[config.mk]
export PLATFORM = sky130hd
export DESIGN_NAME = cpu_bus_arbiter
export DESIGN_NICKNAME = d
export VERILOG_FILES = /design/src/rtl/cpu_bus_arbiter.sv
export SDC_FILE = /design/constraint.sdc
export NUM_CORES = 1
export LEC_CHECK = 0
export CORE_MARGIN = 5
export CORE_UTILIZATION = 43
export CTS_CLUSTER_DIAMETER = 60
export DETAILED_ROUTE_END_ITERATION = 10
export GPL_ROUTABILITY_DRIVEN = 0
export MAX_ROUTING_LAYER = met4
export PLACE_DENSITY = 0.93
export SLEW_MARGIN = 40
export SYNTH_ARGS = -nofsm -noshare
export SYNTH_HDL_FRONTEND = slang
export SYNTH_SLANG_ARGS = --single-unit
export TNS_END_PERCENT = 1
[constraint.sdc]
create_clock -name i_clock -period 4.3 [get_ports i_clock]
set_clock_uncertainty 0.1 [all_clocks]
set_input_delay 1.075 -clock i_clock [delete_from_list [all_inputs] [get_ports i_clock]]
set_output_delay 1.075 -clock i_clock [all_outputs]
set_load 0.05 [all_outputs]
[src/rtl/cpu_bus_arbiter.sv]
// N-port arbiter merging CPU-side masters onto one downstream memory bus.
// One transaction at a time; fixed-priority or round-robin, optional registered stage.
module cpu_bus_arbiter #(
    parameter int PORTS       = 2,
    parameter int ADDR_WIDTH  = 32,
    parameter int DATA_WIDTH  = 32,
    parameter int ROUND_ROBIN = 0,
    parameter int REGISTERED  = 1
) (
    input  logic                          i_clock,
    input  logic                          i_reset,
    input  logic [PORTS-1:0]              i_request,
    input  logic [PORTS-1:0]              i_rw,
    input  logic [PORTS*ADDR_WIDTH-1:0]   i_address,
    input  logic [PORTS*DATA_WIDTH-1:0]   i_wdata,
    output logic [PORTS-1:0]              o_ready,
    output logic [DATA_WIDTH-1:0]         o_rdata,
    output logic                          o_bus_request,
    output logic                          o_bus_rw,
    output logic [ADDR_WIDTH-1:0]         o_bus_address,
    output logic [DATA_WIDTH-1:0]         o_bus_wdata,
    input  logic                          i_bus_ready,
    input  logic [DATA_WIDTH-1:0]         i_bus_rdata,
    output logic [PORTS-1:0]              o_grant,
    output logic                          o_busy,
    output logic [1:0]                    o_state
);

    localparam int IW = $clog2(PORTS);

    // Handshake: a port holds i_request until its one-cycle o_ready pulse;
    // downstream, o_bus_request stays high until the i_bus_ready pulse.
    typedef enum logic [1:0] {
        ST_IDLE  = 2'd0,
        ST_ISSUE = 2'd1,
        ST_DONE  = 2'd2
    } state_t;

    state_t                  state_q, state_d;
    logic [IW-1:0]           grant_q, grant_d;
    logic [IW-1:0]           last_q, last_d;
    logic                    rw_q, rw_d;
    logic [ADDR_WIDTH-1:0]   addr_q, addr_d;
    logic [DATA_WIDTH-1:0]   wdata_q, wdata_d;
    logic [DATA_WIDTH-1:0]   rdata_q, rdata_d;

    logic [IW-1:0]           fx_idx, rr_idx, win_idx, rr_cand;
    logic [PORTS-1:0]        grant_oh;
    logic                    live_rw;
    logic [ADDR_WIDTH-1:0]   live_addr;
    logic [DATA_WIDTH-1:0]   live_wdata;

    // Descending scans so the last assignment is the highest-priority match.
    always_comb begin
        fx_idx  = '0;
        rr_idx  = '0;
        rr_cand = '0;
        for (int p = PORTS - 1; p >= 0; p--) begin
            if (i_request[p]) fx_idx = IW'(p);
        end
        for (int k = PORTS; k >= 1; k--) begin
            rr_cand = IW'((int'(last_q) + k) % PORTS);
            if (i_request[rr_cand]) rr_idx = rr_cand;
        end
        win_idx = (ROUND_ROBIN != 0) ? rr_idx : fx_idx;
    end

    assign grant_oh   = {{(PORTS-1){1'b0}}, 1'b1} << grant_q;
    assign live_rw    = i_rw[grant_q];
    assign live_addr  = i_address[int'(grant_q)*ADDR_WIDTH +: ADDR_WIDTH];
    assign live_wdata = i_wdata[int'(grant_q)*DATA_WIDTH +: DATA_WIDTH];

    always_comb begin
        state_d       = state_q;
        grant_d       = grant_q;
        last_d        = last_q;
        rw_d          = rw_q;
        addr_d        = addr_q;
        wdata_d       = wdata_q;
        rdata_d       = rdata_q;
        o_ready       = '0;
        o_rdata       = '0;
        o_bus_request = 1'b0;
        o_bus_rw      = 1'b0;
        o_bus_address = '0;
        o_bus_wdata   = '0;
        o_grant       = '0;
        case (state_q)
            ST_IDLE: begin
                if (|i_request) begin
                    grant_d = win_idx;
                    last_d  = win_idx;
                    if (REGISTERED != 0) begin
                        rw_d    = i_rw[win_idx];
                        addr_d  = i_address[int'(win_idx)*ADDR_WIDTH +: ADDR_WIDTH];
                        wdata_d = i_wdata[int'(win_idx)*DATA_WIDTH +: DATA_WIDTH];
                    end
                    state_d = ST_ISSUE;
                end
            end
            ST_ISSUE: begin
                o_grant       = grant_oh;
                o_bus_request = 1'b1;
                o_bus_rw      = (REGISTERED != 0) ? rw_q    : live_rw;
                o_bus_address = (REGISTERED != 0) ? addr_q  : live_addr;
                o_bus_wdata   = (REGISTERED != 0) ? wdata_q : live_wdata;
                if (i_bus_ready) begin
                    if (REGISTERED != 0) begin
                        rdata_d = i_bus_rdata;
                        state_d = ST_DONE;
                    end else begin
                        o_ready = grant_oh;
                        o_rdata = i_bus_rdata;
                        state_d = ST_IDLE;
                    end
                end
            end
            ST_DONE: begin
                o_grant = grant_oh;
                o_ready = grant_oh;
                o_rdata = rdata_q;
                state_d = ST_IDLE;
            end
            default: state_d = ST_IDLE;
        endcase
    end

    always_ff @(posedge i_clock or negedge i_reset) begin
        if (!i_reset) begin
            state_q <= ST_IDLE;
            grant_q <= '0;
            last_q  <= IW'(PORTS - 1);
            rw_q    <= 1'b0;
            addr_q  <= '0;
            wdata_q <= '0;
            rdata_q <= '0;
        end else begin
            state_q <= state_d;
            grant_q <= grant_d;
            last_q  <= last_d;
            rw_q    <= rw_d;
            addr_q  <= addr_d;
            wdata_q <= wdata_d;
            rdata_q <= rdata_d;
        end
    end

    assign o_busy  = (state_q != ST_IDLE);
    assign o_state = state_q;

endmodule

## Yosys cells after proc, flatten, opt, wreduce, memory -nomap -nowiden

Index checks and enable logic that the tools add are counted.

- Bits in registers: 100
- Input port bits: 167
- Output and inout bits: 105
- Logic and storage cells: 35

- Magnitude comparators: 1
- Eq/ne operators: 4
- Shift operators: 3
- Multiplexer cells: 14
- Reductions and logical operators: 7

Operators with widths:

| kind | count |
|---|---|
| $shiftx 64x7->32 | 2 |
| $mux 32 | 3 |
| $mux 2 | 4 |
| $mux 1 | 6 |
| $reduce_and 2->1 | 3 |
| $ne 2x2->1 const B | 2 |
| $pmux 2 s2 | 1 |
| $reduce_or 2->1 | 2 |
| $eq 2x1->1 const B | 1 |
| $eq 2x2->1 const B | 1 |
| $logic_not 2->1 | 1 |
| $lt 1x2->1 const B | 1 |
| $reduce_bool 2->1 | 1 |
| $shl 1x1->2 const A | 1 |

## Depth between registers and ports, before layout

- Word-level depth: 4
- Mapped depth: 8
- Mapped depth without buffers: 5

## Worst setup path after synthesis

No wires, ideal clock.

- Path type: reg-to-output
- Start point: register state_q[1], in the netlist o_state[1]
- End point: output o_bus_address[12]
- Arrival time: 1.814 ns
- Data required time: 3.125 ns
- Slack: 1.311 ns
- Stages on the path, launching flop included: 6
- Buffers on the path: 2
- Path through: dfrtp_1 inv_1 ha_1 clkbuf_1 clkbuf_1 and2_1

- Cells in the longest elaborated chain, start to end: 2

RTL lines:

| item | RTL line | source |
|---|---|---|
| from (decl) | 39 | `state_t state_q, state_d;` |
| from (signal assigned) | 138 | `state_q <= state_d;` |
| $eq 2x1->1 | 88 | `case (state_q)` |
| $mux 32 | 88 |  |
| to (decl) | 20 | `output logic [ADDR_WIDTH-1:0] o_bus_address,` |

Every way passes these cells.

## Worst setup path in the final report

- Start point: register state_q[1], in the netlist o_state[1]
- End point: output o_bus_address[21]

The elaborated chain is that of the path after synthesis.

==> results.yml <==
finish:
  syn2layout_area_growth_pct: 59.5
  drive_gt1_share_pct: 5.42
  final_core_util_pct: 70.6
  n_antenna_cell: 0
  nNetsFinal: 960
power:
  leakage_nw: 3.43
  irDropWorstVdd_uv: 484
  powerDensity_mw_per_mm2: 742
  p_total_mw: 6.00
synth:
  synth.most_common_cell: "nand3_1"
  synthArstFlopShare_pct: 100
  synth_ff_type: "dfrtp_1"
  netlist_area_mm2: 0.00507
  synth_top_area_share_pct: 49.3
  synthTopCellsByArea: "dfrtp_1 (49%), nand3_1 (15%), and2_1 (12%)"
  ys.warnings.count: 0
  synth-seq-cells: 100
  yosys-top-cells-count: "nand3_1 (153), and2_1 (100), dfrtp_1 (100)"
  yosysSeqAreaShare_pct: 49.3
  syn-num-nets: 720
  syn_avg_cell_area_um2: 9.24
  synth_edf_count: 0
  synth_cell_types: 22
  yosysTopAreaCell: "dfrtp_1"
  synthCells: 549
setup_path:
  critical_path_required_ns: 3.12
  critPathLaunchType: "register"
  cp_max_fo: 38
  crit_path_max_incr_delay_ns: 0.80
  path_cells: "inv_1, ha_2, buf_4, and2_1, clkdlybuf4s50_1"
  cp.arrival_ns: 2.85
  slowest_stage: "clkdlybuf4s50_1"
  endpoint_kind: "output pin"
  worst-setup-path-type: "register to output pin"
timing:
  worst_slew_pin_slew_ns: 0.835
  holdWs_ns: 0.376
  setup_tns_ns: 0
  post-route-period-util_pct: 93.5
  finalHoldViolCount: 0
  setup_violations: 0
  max_freq_mhz: 249
  fin_crit_ns: 4.02
  rsz0062_at_grt: "false"
  slew_violations: 0
  relSlewSlack_pct: 44.2
clock_network:
  postCtsSetupBuffers: 0
  path_clk_slew_ns: 0.06
  insertion_delay_ns: 0.33
  htree_levels: 3
  cts_tree: "yes"
  cts_root_buffer: "clkbuf_16"
  cts_inserted_buffers: 9
  cts_resized: 0
  cts_sinks: 100
  ctsHoldBuffers: 0
  clk_path_buf_depth: 2
routing:
  vias: 5016
  avgRoutedWirePerCell_um: 17.9
  wl_um: 16700
  vias_per_cell: 5.36
  ant_nets: 0
  drt-pass1-iter-count: 5
  drc: 0
  drtIter0Drc: 301
die:
  start_util_pct: 44.2
  ios: 272
  core_area_mm2: 0.0115
  rows: 39
  dieArea_mm2: 0.0141
  fp.dieW_um: 119
  die_y_um: 119
grt:
  antenna_found_initial: 0
  grt-ovfl-total: 0
  grt_pass1_vias: 5214
  grt_max_degree: 109
  grt_usage_pct: 23.7
  grt_pass1_wl_um: 26700
status:
  status: "complete, no violations"
placed_design:
  dpl.hpwl_um: 12300
  io_buffers: 271
min_path:
  holdCritPathClass: "register to register"
run:
  drv_cap: 0
## worst paths after layout
check                                  startpoint                      end  slack, ns  depth (start not counted)
setup / recovery           o_state[1]$_DFFE_PN0P_        o_bus_address[21]       0.28                          5
hold / removal             wdata_q[1]$_DFFE_PN0P_   wdata_q[1]$_DFFE_PN0P_       0.38                          2
setup reg to reg           o_state[0]$_DFFE_PN0P_  wdata_q[24]$_DFFE_PN0P_       1.81                          6
hold reg to reg            wdata_q[1]$_DFFE_PN0P_   wdata_q[1]$_DFFE_PN0P_       0.38                          2
max in group asynchronous                 i_reset    addr_q[2]$_DFFE_PN0P_       2.63                          2
min in group asynchronous                 i_reset   rdata_q[9]$_DFFE_PN0P_       0.66                          1
## worst max-delay path: cells and delay by family, from the launching register on
kind          cells  cell delay, ns
fa+ha+maj         1            0.58
buf+inv           3            1.32
flops             1            0.41
simple gates      1            0.18
## cell families after synthesis
kind of cell	share of synthesized area (%)
AO/OA/AOI/OAI	3.21
adder cells (fa/ha/maj)	0.987
buffers and inverters	5.20
flip-flops	49.3
multiplexers	7.10
AND/OR/NAND/NOR	34.2
## through the flow
step                      cell area [µm²]  instances  worst slack [ns]
final                                8090        936             0.280
after global routing                 8090        936             0.103
after CTS                            8090        936             0.228
after detailed placement             7810        921             0.611
after global placement               7800        921             0.734
after floorplan                      5070        549              1.31
## state kept, by name, indices dropped and copies added, names as in the netlist
signal / cells
rdata_q: 32
addr_q: 32
rw_q: 1
wdata_q: 32
grant_q: 1
o_state: 2
## where the power goes
part	internal, mW	switching (mW)	total (mW)
combinational	1.29	2.30	3.59
clock	0.421	0.336	0.757
sequential	1.41	0.243	1.65
## cell usage in the layout (no fill, tap or decap), drive strengths merged, types with 4 or more instances in the layout
| cell type | count |
|---|---|
| clkdlybuf4s50 | 269 |
| nand3 | 153 |
| and2 | 100 |
| dfrtp | 100 |
| nand2 | 80 |
| mux2 | 32 |
| a32oi | 14 |
| clkbuf | 12 |
| buf | 9 |
| nor2b | 5 |
| ha | 4 |
## layout make-up
cell class / count / area, µm²
Multi-Input combinational cell: 397 / 2340
Inverter: 3 / 11.3
Timing Repair Buffer: 278 / 2780
Clock inverter: 3 / 22.5
Fill cell: 797 / 3380
Sequential cell: 100 / 2500
Tap cell: 143 / 179
Clock buffer: 12 / 256
## layer usage
metal	GRT usage [%]	wire length, µm	up-vias
met1	29.6	6770	2352
met3	5.30	1390	41
met2	37.6	8060	293
met4	9.21	511	0
met5	-	0	-
li1	-	-	2330
Power figures use the tool's default switching activity.
